[config.mk]
export PLATFORM = sky130hd
export DESIGN_NAME = ysyx_25060170_stage_ctrl_flat
export DESIGN_NICKNAME = d
export VERILOG_FILES = /design/src/rtl/ysyx_25060170_pkg.sv /design/src/rtl/ysyx_25060170_stage_ctrl_if.sv /design/src/rtl/ysyx_25060170_wdt.sv /design/src/rtl/ysyx_25060170_stage_ctrl.sv /design/src/flat_wrapper.sv
export SDC_FILE = /design/constraint.sdc
export NUM_CORES = 1
export LEC_CHECK = 0
export BUFFER_PORTS_ARGS = -buffer_cell sky130_fd_sc_hd__buf_4
export CORE_MARGIN = 5
export CORE_UTILIZATION = 49
export CTS_CLUSTER_DIAMETER = 100
export CTS_CLUSTER_SIZE = 12
export DETAILED_ROUTE_END_ITERATION = 10
export GPL_TIMING_DRIVEN = 0
export PLACE_DENSITY_LB_ADDON = 0.15
export REMOVE_ABC_BUFFERS = 1
export SLEW_MARGIN = 20
export SYNTH_ARGS = -nofsm -noshare
export SYNTH_HDL_FRONTEND = slang
export SYNTH_SLANG_ARGS = --single-unit
[constraint.sdc]
create_clock -name clk -period 1.55 [get_ports clk]
set_input_delay 0 -clock clk [delete_from_list [all_inputs] [get_ports clk]]
set_output_delay 0 -clock clk [all_outputs]
set_load 0.02 [all_outputs]
[src/rtl/ysyx_25060170_pkg.sv]
// Shared types for the multi-cycle stage sequencer: state encoding, stage
// indices for the valid/ready vectors and the latched decode bundle.
package ysyx_25060170_pkg;

    localparam int STATE_W = 3;
    localparam int N_STAGE = 4;

    typedef enum logic [STATE_W-1:0] {
        ST_IDLE = 3'd0,
        ST_IF   = 3'd1,
        ST_ID   = 3'd2,
        ST_EX   = 3'd3,
        ST_LS   = 3'd4,
        ST_WB   = 3'd5,
        ST_HALT = 3'd6,
        ST_ERR  = 3'd7
    } state_t;

    // Bit positions of each handshaking stage inside the valid/ready vectors.
    localparam int STG_IF = 0;
    localparam int STG_ID = 1;
    localparam int STG_EX = 2;
    localparam int STG_LS = 3;

    typedef struct packed {
        logic is_load;
        logic is_store;
        logic reg_we;
        logic halt;
    } decode_t;

    function automatic state_t stage_state(input int idx);
        state_t s;
        case (idx)
            STG_IF:  s = ST_IF;
            STG_ID:  s = ST_ID;
            STG_EX:  s = ST_EX;
            default: s = ST_LS;
        endcase
        return s;
    endfunction

    function automatic logic is_mem_op(input decode_t d);
        return d.is_load | d.is_store;
    endfunction

endpackage

[src/rtl/ysyx_25060170_stage_ctrl_if.sv]
// Valid/ready handshakes between the sequencer and the IFU/IDU/EXU/LSU stages,
// plus the decode fields the sequencer samples at the IDU handshake.
interface ysyx_25060170_stage_ctrl_if;

    logic ifu_valid_o;
    logic ifu_ready_i;
    logic idu_valid_o;
    logic idu_ready_i;
    logic is_load_i;
    logic is_store_i;
    logic reg_we_i;
    logic halt_i;
    logic exu_valid_o;
    logic exu_ready_i;
    logic lsu_valid_o;
    logic lsu_ready_i;

    modport master (
        output ifu_valid_o,
        output idu_valid_o,
        output exu_valid_o,
        output lsu_valid_o,
        input  ifu_ready_i,
        input  idu_ready_i,
        input  exu_ready_i,
        input  lsu_ready_i,
        input  is_load_i,
        input  is_store_i,
        input  reg_we_i,
        input  halt_i
    );

    modport slave (
        input  ifu_valid_o,
        input  idu_valid_o,
        input  exu_valid_o,
        input  lsu_valid_o,
        output ifu_ready_i,
        output idu_ready_i,
        output exu_ready_i,
        output lsu_ready_i,
        output is_load_i,
        output is_store_i,
        output reg_we_i,
        output halt_i
    );

endinterface

[src/rtl/ysyx_25060170_wdt.sv]
// Per-stage watchdog: counts stalled cycles, saturates at TIMEOUT and flags
// expiry while saturated. TIMEOUT of 0 disables expiry entirely.
module ysyx_25060170_wdt #(
    parameter int TO_W    = 8,
    parameter int TIMEOUT = 255
) (
    input  logic clk,
    input  logic rst,
    input  logic clr,
    input  logic en,
    output logic expired
);

    localparam logic [TO_W-1:0] LIMIT   = TO_W'(TIMEOUT);
    localparam bit              ENABLED = (TIMEOUT != 0);

    logic [TO_W-1:0] cnt_reg;

    always_ff @(posedge clk or posedge rst) begin
        if (rst) begin
            cnt_reg <= '0;
        end else if (clr) begin
            cnt_reg <= '0;
        end else if (en && (cnt_reg != LIMIT)) begin
            cnt_reg <= cnt_reg + TO_W'(1);
        end
    end

    assign expired = ENABLED && (cnt_reg == LIMIT);

endmodule

[src/rtl/ysyx_25060170_stage_ctrl.sv]
// Multi-cycle sequencer: walks one instruction through IF/ID/EX/(LS)/WB,
// emits the PC/GPR write strobes and counts retirements; stops on HALT or ERR.
module ysyx_25060170_stage_ctrl
    import ysyx_25060170_pkg::*;
#(
    parameter int CNT_W   = 32,
    parameter int TO_W    = 8,
    parameter int TIMEOUT = 255
) (
    input  logic                       clk,
    input  logic                       rst,
    ysyx_25060170_stage_ctrl_if.master bus,
    output logic                       gpr_we_o,
    output logic                       pc_we_o,
    output logic                       halted_o,
    output logic                       err_o,
    output logic [STATE_W-1:0]         state_o,
    output logic [CNT_W-1:0]           inst_cnt_o
);

    state_t             state_reg;
    state_t             state_next;
    logic [N_STAGE-1:0] valid_reg;
    logic [N_STAGE-1:0] valid_next;
    logic [N_STAGE-1:0] ready_vec;
    decode_t            dec_reg;
    decode_t            dec_in;
    logic               pc_we_reg;
    logic               gpr_we_reg;
    logic               halted_reg;
    logic               err_reg;
    logic [CNT_W-1:0]   inst_cnt_reg;
    logic               stage_busy;
    logic               handshake;
    logic               illegal_dec;
    logic               wdt_clr;
    logic               wdt_en;
    logic               wdt_expired;

    assign ready_vec = {bus.lsu_ready_i, bus.exu_ready_i, bus.idu_ready_i, bus.ifu_ready_i};

    // Only the registered valid qualifies a ready, so early readies are ignored.
    assign stage_busy = |valid_reg;
    assign handshake  = |(valid_reg & ready_vec);

    assign dec_in      = '{is_load:  bus.is_load_i,
                           is_store: bus.is_store_i,
                           reg_we:   bus.reg_we_i,
                           halt:     bus.halt_i};
    assign illegal_dec = dec_in.is_load && dec_in.is_store;

    assign wdt_en  = stage_busy && !handshake;
    assign wdt_clr = (state_next != state_reg);

    ysyx_25060170_wdt #(
        .TO_W    (TO_W),
        .TIMEOUT (TIMEOUT)
    ) u_wdt (
        .clk     (clk),
        .rst     (rst),
        .clr     (wdt_clr),
        .en      (wdt_en),
        .expired (wdt_expired)
    );

    always_comb begin
        state_next = state_reg;
        case (state_reg)
            ST_IDLE: state_next = ST_IF;
            ST_IF: begin
                if (handshake)        state_next = ST_ID;
                else if (wdt_expired) state_next = ST_ERR;
            end
            ST_ID: begin
                if (handshake)        state_next = illegal_dec ? ST_ERR : ST_EX;
                else if (wdt_expired) state_next = ST_ERR;
            end
            ST_EX: begin
                if (handshake)        state_next = is_mem_op(dec_reg) ? ST_LS : ST_WB;
                else if (wdt_expired) state_next = ST_ERR;
            end
            ST_LS: begin
                if (handshake)        state_next = ST_WB;
                else if (wdt_expired) state_next = ST_ERR;
            end
            ST_WB:   state_next = dec_reg.halt ? ST_HALT : ST_IF;
            ST_HALT: state_next = ST_HALT;
            ST_ERR:  state_next = ST_ERR;
            default: state_next = ST_ERR;
        endcase
    end

    // Outputs are registered from the next state so they are glitch-free Moore signals.
    for (genvar gi = 0; gi < N_STAGE; gi++) begin : g_valid
        assign valid_next[gi] = (state_next == stage_state(gi));
    end

    always_ff @(posedge clk or posedge rst) begin
        if (rst) begin
            state_reg    <= ST_IDLE;
            valid_reg    <= '0;
            pc_we_reg    <= 1'b0;
            gpr_we_reg   <= 1'b0;
            halted_reg   <= 1'b0;
            err_reg      <= 1'b0;
            dec_reg      <= '0;
            inst_cnt_reg <= '0;
        end else begin
            state_reg  <= state_next;
            valid_reg  <= valid_next;
            pc_we_reg  <= (state_next == ST_WB);
            gpr_we_reg <= (state_next == ST_WB) && dec_reg.reg_we && !dec_reg.is_store;
            halted_reg <= (state_next == ST_HALT);
            err_reg    <= (state_next == ST_ERR);
            if ((state_reg == ST_ID) && handshake) begin
                dec_reg <= dec_in;
            end
            if (state_reg == ST_WB) begin
                inst_cnt_reg <= inst_cnt_reg + CNT_W'(1);
            end
        end
    end

    assign bus.ifu_valid_o = valid_reg[STG_IF];
    assign bus.idu_valid_o = valid_reg[STG_ID];
    assign bus.exu_valid_o = valid_reg[STG_EX];
    assign bus.lsu_valid_o = valid_reg[STG_LS];

    assign gpr_we_o   = gpr_we_reg;
    assign pc_we_o    = pc_we_reg;
    assign halted_o   = halted_reg;
    assign err_o      = err_reg;
    assign state_o    = state_reg;
    assign inst_cnt_o = inst_cnt_reg;

endmodule
[src/flat_wrapper.sv]
// flat-port wrapper written by rule: the top's interface ports become plain ports
module ysyx_25060170_stage_ctrl_flat import ysyx_25060170_pkg::*;
#(
    parameter int CNT_W   = 32,
    parameter int TO_W    = 8,
    parameter int TIMEOUT = 255
)
  (clk, rst, gpr_we_o, pc_we_o, halted_o, err_o, state_o, inst_cnt_o, bus_ifu_valid_o, bus_idu_valid_o, bus_exu_valid_o, bus_lsu_valid_o, bus_ifu_ready_i, bus_idu_ready_i, bus_exu_ready_i, bus_lsu_ready_i, bus_is_load_i, bus_is_store_i, bus_reg_we_i, bus_halt_i);
  ysyx_25060170_stage_ctrl_if bus_i ();
  input  logic clk;
  input  logic rst;
  output logic gpr_we_o;
  output logic pc_we_o;
  output logic halted_o;
  output logic err_o;
  output logic [STATE_W-1:0] state_o;
  output logic [CNT_W-1:0] inst_cnt_o;
  output wire logic [$bits(bus_i.ifu_valid_o)-1:0] bus_ifu_valid_o;
  output wire logic [$bits(bus_i.idu_valid_o)-1:0] bus_idu_valid_o;
  output wire logic [$bits(bus_i.exu_valid_o)-1:0] bus_exu_valid_o;
  output wire logic [$bits(bus_i.lsu_valid_o)-1:0] bus_lsu_valid_o;
  input wire logic [$bits(bus_i.ifu_ready_i)-1:0] bus_ifu_ready_i;
  input wire logic [$bits(bus_i.idu_ready_i)-1:0] bus_idu_ready_i;
  input wire logic [$bits(bus_i.exu_ready_i)-1:0] bus_exu_ready_i;
  input wire logic [$bits(bus_i.lsu_ready_i)-1:0] bus_lsu_ready_i;
  input wire logic [$bits(bus_i.is_load_i)-1:0] bus_is_load_i;
  input wire logic [$bits(bus_i.is_store_i)-1:0] bus_is_store_i;
  input wire logic [$bits(bus_i.reg_we_i)-1:0] bus_reg_we_i;
  input wire logic [$bits(bus_i.halt_i)-1:0] bus_halt_i;
  assign bus_ifu_valid_o = bus_i.ifu_valid_o;
  assign bus_idu_valid_o = bus_i.idu_valid_o;
  assign bus_exu_valid_o = bus_i.exu_valid_o;
  assign bus_lsu_valid_o = bus_i.lsu_valid_o;
  assign bus_i.ifu_ready_i = bus_ifu_ready_i;
  assign bus_i.idu_ready_i = bus_idu_ready_i;
  assign bus_i.exu_ready_i = bus_exu_ready_i;
  assign bus_i.lsu_ready_i = bus_lsu_ready_i;
  assign bus_i.is_load_i = bus_is_load_i;
  assign bus_i.is_store_i = bus_is_store_i;
  assign bus_i.reg_we_i = bus_reg_we_i;
  assign bus_i.halt_i = bus_halt_i;
  ysyx_25060170_stage_ctrl #(.CNT_W(CNT_W), .TO_W(TO_W), .TIMEOUT(TIMEOUT)) u_core (.clk(clk), .rst(rst), .bus(bus_i), .gpr_we_o(gpr_we_o), .pc_we_o(pc_we_o), .halted_o(halted_o), .err_o(err_o), .state_o(state_o), .inst_cnt_o(inst_cnt_o));
endmodule
# Word-level counts from Yosys, hierarchy flattened
# Index checks and enable logic that the tools add are counted.
# W data, S select, Z words.
[op_classes]
n_addsub = 2
n_eq_ne = 17
n_mux = 11
bitwise_logic = 2
reduce_logical = 12
[op_table]
columns = ["operator", "n"]
rows = [
  ["$add A32 B1 Y32 const B", 1],
  ["$eq A3 B3 Y1 const B", 8],
  ["$pmux W3 S8", 1],
  ["$mux W3", 7],
  ["$mux W8", 2],
  ["$eq A3 B2 Y1 const B", 4],
  ["$add A8 B1 Y8 const B", 1],
  ["$eq A8 B8 Y1 const B", 1],
  ["$ne A8 B8 Y1 const B", 1],
  ["$reduce_or A4 Y1", 2],
  ["$eq A3 B1 Y1 const B", 2],
  ["$logic_and A1 B1 Y1", 6],
  ["$and A4 B4 Y4", 1],
  ["$logic_not A3 Y1", 1],
  ["$ne A3 B3 Y1", 1],
  ["$logic_not A1 Y1", 2],
  ["$reduce_bool A2 Y1", 1],
  ["$mux W1", 1],
  ["$or A1 B1 Y1", 1],
]
[totals]
regBits = 55
input_bits = 10
output_inout_bits = 43
wordCells = 56

# Depth between registers and ports, before layout
# Gate-level depths: netlist (run 1).
[logic_depth]
word_depth = 7
mapped_depth = 7
ltp_nobuf = 7

# Cells and area by module
# From an unflattened synthesis (run 1), not the netlist that was laid out.
[unflattened]
hier_cells = 243
area_unflattened_um2 = 2676.3
[by_module_without_submodules]
columns = ["mod", "n_inst", "cells_per_inst", "area_each_um2", "seq_area_each_um2"]
rows = [
  ["ysyx_25060170_stage_ctrl", 1, 195, 2184.6, 1176.1],
  ["ysyx_25060170_wdt", 1, 48, 491.7, 200.2],
]

# Least setup slack after synthesis (run 1)
# Ideal clock, no wire load.
[synth_timing]
kind = "register -> register"
from = "register u_core.state_reg[2] (netlist: u_core.state_o[2])"
to = "register u_core.inst_cnt_reg[22] (netlist: u_core.inst_cnt_o[22])"
setup_ns = 0.130
t_arrival_ns = 1.771
t_required_ns = 1.420
path_slack_ns = -0.351
stages_incl_launch_ff = 8
n_path_buf = 2
period_less_slack_ns = 1.901
path_cell_list = "dfrtp_1 -> buf_4 -> and4b_4 -> nand3_4 -> or3_1 -> buf_2 -> nand2b_4 -> xnor2_2"
[synth_via]
elab_chain_len = 1
[synth_lines]
columns = ["element", "line_no", "rtl"]
rows = [
  ["from (decl)", "ysyx_25060170_stage_ctrl.sv:21", "state_t state_reg;"],
  ["from (signal assigned)", "ysyx_25060170_stage_ctrl.sv:109", "state_reg <= state_next;"],
  ["$eq A3 B3 Y1", "ysyx_25060170_stage_ctrl.sv:118", "if (state_reg == ST_WB) begin"],
  ["to (signal assigned)", "ysyx_25060170_stage_ctrl.sv:119", "inst_cnt_reg <= inst_cnt_reg + CNT_W'(1);"],
  ["to (decl)", "ysyx_25060170_stage_ctrl.sv:32", "logic [CNT_W-1:0] inst_cnt_reg;"],
]
# Every way passes these cells.
# A chain may end at the register's enable or synchronous reset.

# Worst setup path in the final report (run 1)
[layout_timing]
from = "register u_core.state_reg[1] (netlist: u_core.state_o[1])"
to = "register u_core.inst_cnt_reg[22] (netlist: u_core.inst_cnt_o[22])"
# Same word-level chain as after synthesis.

==> metrics.txt, run 1 <==
critical path class reg2reg; CP Capture Type register; I/O Pins 53; row cnt 27; Int Pwr ~3.4 mW; via count about 2300; Slew headroom a little over half; cells after synthesis between 200 and 250; GRT Util Overall a little under a fifth; CTS tree yes; Hold Vio Cnt, Final 0; Tot Pwr about 5.7 mW; Flop pwr share between 30% and 40%; CTS Buf Count 5; Worst-Margin Slew 676.8 ps; Iteration-0 DRC Markers roughly 160; clock tree sinks 55; Syn Area/Cell around 11 µm²; initial antenna violation count 0; FMAX 566.8 MHz; First-pass DRT Iterations 4; core area about 5400 µm²; Fillers a little under 400; antenna cells 0; post-synthesis sequential area ratio approximately half; H-tree depth 2; Final Max Slew Viols 0; fin worst setup slack -214.3 ps; Sw Share 40.75%; CP Launch Point u_core.state_o[1]; outcome complete, but fails checks; share of layout cells above drive strength 1 about 48%; clock slew at reported path FFs 110 ps; Post-DP HPWL between 3000 and 4000 µm; Final Non-Filler Cells approximately 420; Setup Viol. Count Final 33; Area growth syn-to-layout 43.16%; failing checks negative setup slack; RR Startpoint u_core.state_o[1]; overall routed net length approximately 6500 µm; Port-buffer cells 52; vias in the first global route 2349; Crit path arrival time ~2000 ps; Critical Path RT between 1500 and 2000 ps; Initial Util between 40% and 50%; FF-to-FF path depth 5; combinational power share approximately half; GRT Residual Overflow 0; crit-path max FO 5; Clock Power Share about 14%; routability congestion estimate 0.7619; most frequent cells in the layout buf_4 (85), dfrtp_1 (47), xnor2_1 (30), nand2_1 (16), nor2_1 (15); Cell variety after synth 50; wire length per cell 15.68 µm; PwrDens roughly 1500 nW/µm²; die width 84.34 µm; maximum buffer depth of the clock tree 2; Worst Skew 7.558 ps; die area between 7000 and 8000 µm²; max reg flops 32; largest net degree at the start of global routing 56; Residual DRC 0; most common cell after layout, fill and taps aside buf_4; VDD IR max ~1.3 mV; Routed Antenna Nets 0; maxcap violations 0; Placed Cells incl. Taps roughly 370; fin crit period 1764 ps; Switching Power about 2.3 mW; Skew-Pair Late Insertion Delay just over 300 ps; RSZ-0062 raised after global routing true; vias per cell 5.451; Yosys reg bits between 50 and 60; first-pass GRT wire length roughly 11000 µm; CTS root buf clkbuf_8; Final nets about 360; warnings from Yosys 0; Leak Pwr 1.777 nW; Hold Path Class in2async; Mapped Area 2708 µm²; fin crit share 113.8%; chip height approximately 84 µm; kind of start point of the critical path register
## critical path: stages, from the launching register on
cell	delay [ps]
dfrtp_2	430
and4b_4	380
nand3_4	120
or3_4	450
nand2b_4	170
xnor2_2	130
## kinds of logic after synthesis
family / count (synthesis) / synth area share (%)
adder cells (fa/ha/maj): 2 / 0.9241
buffers and inverters: 12 / 1.987
XOR/XNOR: 38 / 12.57
AO/OA/AOI/OAI: 22 / 7.070
AND/OR/NAND/NOR: 112 / 24.17
multiplexers: 6 / 2.449
flip-flops: 55 / 50.83
## synth_stat cells (all sizes together)
cell | count | share of area, %
a2111oi | 1 | 0.32
a211o | 1 | 0.32
a21oi | 3 | 0.55
a221oi | 1 | 0.97
a22oi | 2 | 0.92
a31oi | 2 | 0.46
a32oi | 1 | 0.32
a41oi | 1 | 0.32
and2 | 1 | 0.23
and3 | 6 | 1.4
and4 | 4 | 1.3
and4b | 1 | 0.51
buf | 5 | 1.0
clkbuf | 1 | 0.14
dfrtp | 55 | 51
ha | 2 | 0.92
inv | 6 | 0.83
mux2 | 5 | 2.1
mux2i | 1 | 0.37
nand2 | 21 | 2.9
nand2b | 4 | 1.2
nand3 | 11 | 2.5
nand3b | 2 | 0.55
nand4 | 13 | 3.6
nor2 | 24 | 3.7
nor2b | 3 | 0.69
nor3 | 6 | 1.1
nor3b | 5 | 1.4
nor4 | 7 | 1.8
nor4b | 1 | 0.55
o2111ai | 1 | 0.32
o21a | 1 | 0.28
o21ai | 3 | 0.69
o221ai | 1 | 0.32
o31ai | 2 | 0.55
o32a | 1 | 0.37
o32ai | 1 | 0.32
or2 | 1 | 0.23
or3 | 1 | 0.23
or4 | 1 | 0.28
xnor2 | 31 | 10
xor2 | 7 | 2.3
## power groups by stage
stage	combinational (mW)	sequential (mW)	clock (mW)
2_1_floorplan	1.17	2.23	0
3_3_place_gp	1.88	2.12	0
3_5_place_dp	1.89	2.12	0
4_1_cts	2.87	1.95	0.842
5_1_grt	3.15	2.00	0.915
6_report	2.94	1.97	0.820
## per-layer routing
layer	vias up	track usage, %	routed length [µm]
li1	1073	-	-
met1	1139	22.84	2796
met2	50	31.64	3360
met3	11	3.435	257
met4	0	5.612	125
met5	-	0	0
## final cells by class
type | instances | area (µm²) | area share, %
Clock inverter | 3 | 25.02 | 0.6456
Sequential cell | 55 | 1386 | 35.76
Timing Repair Buffer | 96 | 749.5 | 19.34
Multi-Input combinational cell | 180 | 1531 | 39.51
Clock buffer | 5 | 68.82 | 1.775
Tap cell | 72 | 90.09 | 2.324
Inverter | 6 | 25.02 | 0.6456
## path summary, 6_finish.rpt
path / slack, ps / endpoint
max reg2reg: -210 / u_core.inst_cnt_o[22]
min in group clk: 370 / u_core.state_o[1]
min reg2reg: 480 / u_core.inst_cnt_o[31]
min: 360 / u_core.inst_cnt_o[15]
max in group asynchronous: 700 / u_core.state_o[1]
max: -210 / u_core.inst_cnt_o[22]
## through the flow
stage	area (µm²)	hold slack (ps)	utilization, %	setup TNS (ps)	worst slack, ps
after floorplan	2676	150.5	-	-8718	-498.7
after global placement	3157	235.1	58.04	-46000	-650.6
after detailed placement	3159	159.2	58.09	-18600	-700.8
after CTS	3745	361.3	68.85	-2571	-192.7
after global routing	3876	373.1	71.27	-6622	-264.5
final	3876	359.2	71.27	-3524	-214.3
## repair_timing
item                                    CTS  global route
endpoints found under the setup margin   49            46
gates resized for setup                  49            18
hold buffers                              5             0
endpoints found under the hold margin    59             0
pin swaps                                32            17
buffers inserted                         31             8
Note: power is estimated with default switching activity, not from simulation.
==> run 2: changes to the inputs <==
Settings changed: ABC_AREA set to 1, CORE_UTILIZATION 49 to 50, MAX_ROUTING_LAYER set to met4, SYNTH_HIERARCHICAL set to 1.
==> run 2 against run 1 <==
The run still ends with negative setup slack left. Clock power barely moved. Critical path depth rose by 12. Utilization up 0.99 points. Clock skew is 7.2 ps higher. Non-clock buffer count grew 8. Sequential share of layout area is 5.0 points lower. Critical path type unchanged. Largest power group unchanged. Highest routed layer unchanged.
==> metrics.txt, run 2 <==
I/O Pins 53 (unchanged); die width 89.60 µm (+6.2%); max reg flops 32 (unchanged); Multi-input gate area 1833 µm² (+20%); CTS Buf Count 5 (unchanged); overall routed net length 9103 µm (+39%); number of synthesized flops with an enable pin 0 (unchanged); largest net degree at the start of global routing 33 (-41%); vias per cell 5.226 (-4.1%); Crit path arrival time 2230 ps (+260 ps); Setup Viol. Count Final 36 (+9.1%); critical path class reg2reg; chip height 89.60 µm (+6.2%); outcome complete, but fails checks; Seq. cell area 1386 µm² (unchanged); Routed Antenna Nets 0 (unchanged); die area 8028 µm² (+13%); Worst Path Buf+Inv 3 (+3); CP peak stage delay 420 ps (-30 ps); CP Capture Type register; Iteration-0 DRC Markers 181 (+17%); Yosys reg bits 55 (unchanged); ys async rst share 100.0% (unchanged); Top cell by count, worst path nand2_1; maximum buffer depth of the clock tree 2 (unchanged); count leader, synth nand2_1; Slew headroom 69.66% (+15 points); failing checks negative setup slack; wire length per cell 14.59 µm (-7.0%); Tot Pwr 6.101 mW (+6.5%); row cnt 29 (+7.4%); clock slew at reported path FFs 100 ps (about the same); maxcap violations 0 (unchanged); Critical Path RT 1760 ps (about the same); Yosys top cell area share 43.44% (-7.4 points); most common cell after layout, fill and taps aside nand2_1; Mapped Area 3168 µm² (+17%); post-synthesis sequential area ratio 43.44% (-7.4 points); CP Launch Point u_core/u_wdt/cnt_reg[1]; CTS root buf clkbuf_8; Initial Util 50.76% (+0.98 points); GRT Util Overall 22.24% (+4.1 points); antenna cells 0 (unchanged); Residual DRC 0 (unchanged); PwrDens 1353 nW/µm² (-8.4%); Leak Pwr 2.233 nW (+26%); first-pass GRT wire length 13460 µm (+24%); top_reg_cell synth dfrtp_1; Area growth syn-to-layout 42.34%; Util after Layout 72.25% (+0.99 points); CP max stage cell dfrtp_1; fin crit period 2022 ps (+257.5 ps); fin crit share 130.4% (+17 points); routability congestion estimate 0.8862 (+16%); Worst Skew 14.73 ps (+7.172 ps); VDD IR max 1.246 mV (-4.7%); post-route cell area 4509 µm² (+16%); CTS tree yes; top cells by area, synth dfrtp_1 (43%), nand2_1 (16%), inv_1 (7.3%); Final nets 558 (+57%); hold_ws 212.1 ps (-147.1 ps); Syn Area/Cell 7.250 µm² (-34%); First-pass DRT Iterations 4 (unchanged); GRT Residual Overflow 0 (unchanged); Fillers 471 (+19%); H-tree depth 2 (unchanged); Hold Vio Cnt, Final 0 (unchanged); Top delay family on crit path simple AND/OR/NAND/NOR gates; via count 3261 (+43%); Cell variety after synth 29 (-42%); vias in the first global route 2992 (+27%); Post-DP HPWL 5643 µm (+44%); Final Max Slew Viols 0 (unchanged); Skew-Pair Late Insertion Delay 310 ps (about the same); core area 6241 µm² (+15%); crit-path cells ha_4 -> nand2_4 -> nor2_4 -> nand2_2 -> inv_4 -> inv_1 -> nand3_1 -> nand2_1 -> nand2_4 -> nand2_1 -> nand2_1 -> nor2_2 -> nand2_4 -> inv_6 -> nand2_8 -> nand2_1 -> nand2_2; area post-placement 3661 µm² (+16%); clock tree sinks 55 (unchanged); Commonest cells post-synth nand2_1 (136), inv_1 (62), dfrtp_1 (55), nor2_1 (55), nand3_1 (23); RSZ-0062 raised after global routing true; Synth area leader dfrtp_1; RR Startpoint u_core/u_wdt/cnt_reg[1]; initial antenna violation count 0 (unchanged); warnings from Yosys 6 (+6); crit-path max FO 7 (+2); most frequent cells in the layout nand2_1 (121), buf_4 (88), inv_1 (55), dfrtp_1 (47), nor2_1 (40); FMAX 494.6 MHz (-13%); cells after synthesis 437 (+77%); fin worst setup slack -471.8 ps (-257.5 ps); Port-buffer cells 52 (unchanged); Hold Path Class in2async; share of layout cells above drive strength 1 36.38% (-12 points); kind of start point of the critical path register; Worst-Margin Slew 454.6 ps (-222.2 ps)
## run 2: timing repair
action,CTS,global route
buffers inserted,29,20
hold buffers,5,0
hold endpoints to repair,27,0
setup endpoints to repair,40,45
pin swaps,29,25
gates cloned,1,0
resized for setup,53,53
## run 2: per-stage QoR
step,worst slack [ps],std cells,setup TNS [ps]
after floorplan,-477.2,434,-5898
after global placement,-796.6,563,-21700
after detailed placement,-844.3,564,-14520
after CTS,-436.4,606,-5167
after global routing,-587.7,624,-11170
final,-471.8,624,-6748
## run 2: path summary, 6_finish.rpt
kind,to,slack [ps],cells after the start
hold reg to reg,u_core/dec_reg[3],530,1
setup / recovery,u_core/u_wdt/cnt_reg[3],-470,17
max in group asynchronous,u_core/inst_cnt_o[6],810,4
hold / removal,u_core/u_wdt/cnt_reg[7],210,3
setup reg to reg,u_core/u_wdt/cnt_reg[3],-470,17
min in group clk,u_core/state_o[1],290,7
## run 2: metal layers
layer  global-route usage (%)  up-vias  wire length [µm]
met3                    2.920       25               382
met5                        -        -                 0
met1                    25.79     1570              3628
met4                    7.848        0               264
met2                    39.36       91              4828
li1                         -     1575                 -
## run 2: cell families after synthesis
family,synth area share [%]
fa+ha+maj,0.7898
xor+xnor,5.805
flops,43.44
simple gates,36.57
compound gates,4.621
buf+inv,8.057
mux,0.7108
## run 2: power by group
| part | switching [mW] | internal (mW) | leakage, nW |
|---|---|---|---|
| Sequential | 0.228 | 1.66 | 0.731 |
| Clock | 0.492 | 0.325 | 0.0485 |
| Combinational | 2.08 | 1.32 | 1.45 |
## run 2: final cells by class
| type | instances | share of cell area [%] |
|---|---|---|
| timing repair buffer | 104 | 18.70 |
| tap | 77 | 2.137 |
| inverter | 63 | 5.744 |
| sequential | 55 | 30.74 |
| clock buffer | 5 | 1.526 |
| multi-input combinational | 317 | 40.65 |
| clock inverter | 3 | 0.4994 |
## run 2: worst reg2reg max path: stages (launching register included)
cell	delay, ps
dfrtp_1	420
ha_4	190
nand2_4	80
nor2_4	40
nand2_2	90
inv_4	60
inv_1	50
nand3_1	70
nand2_1	120
nand2_4	90
nand2_1	70
nand2_1	70
nor2_2	140
nand2_4	110
inv_6	110
nand2_8	80
nand2_1	100
nand2_2	50
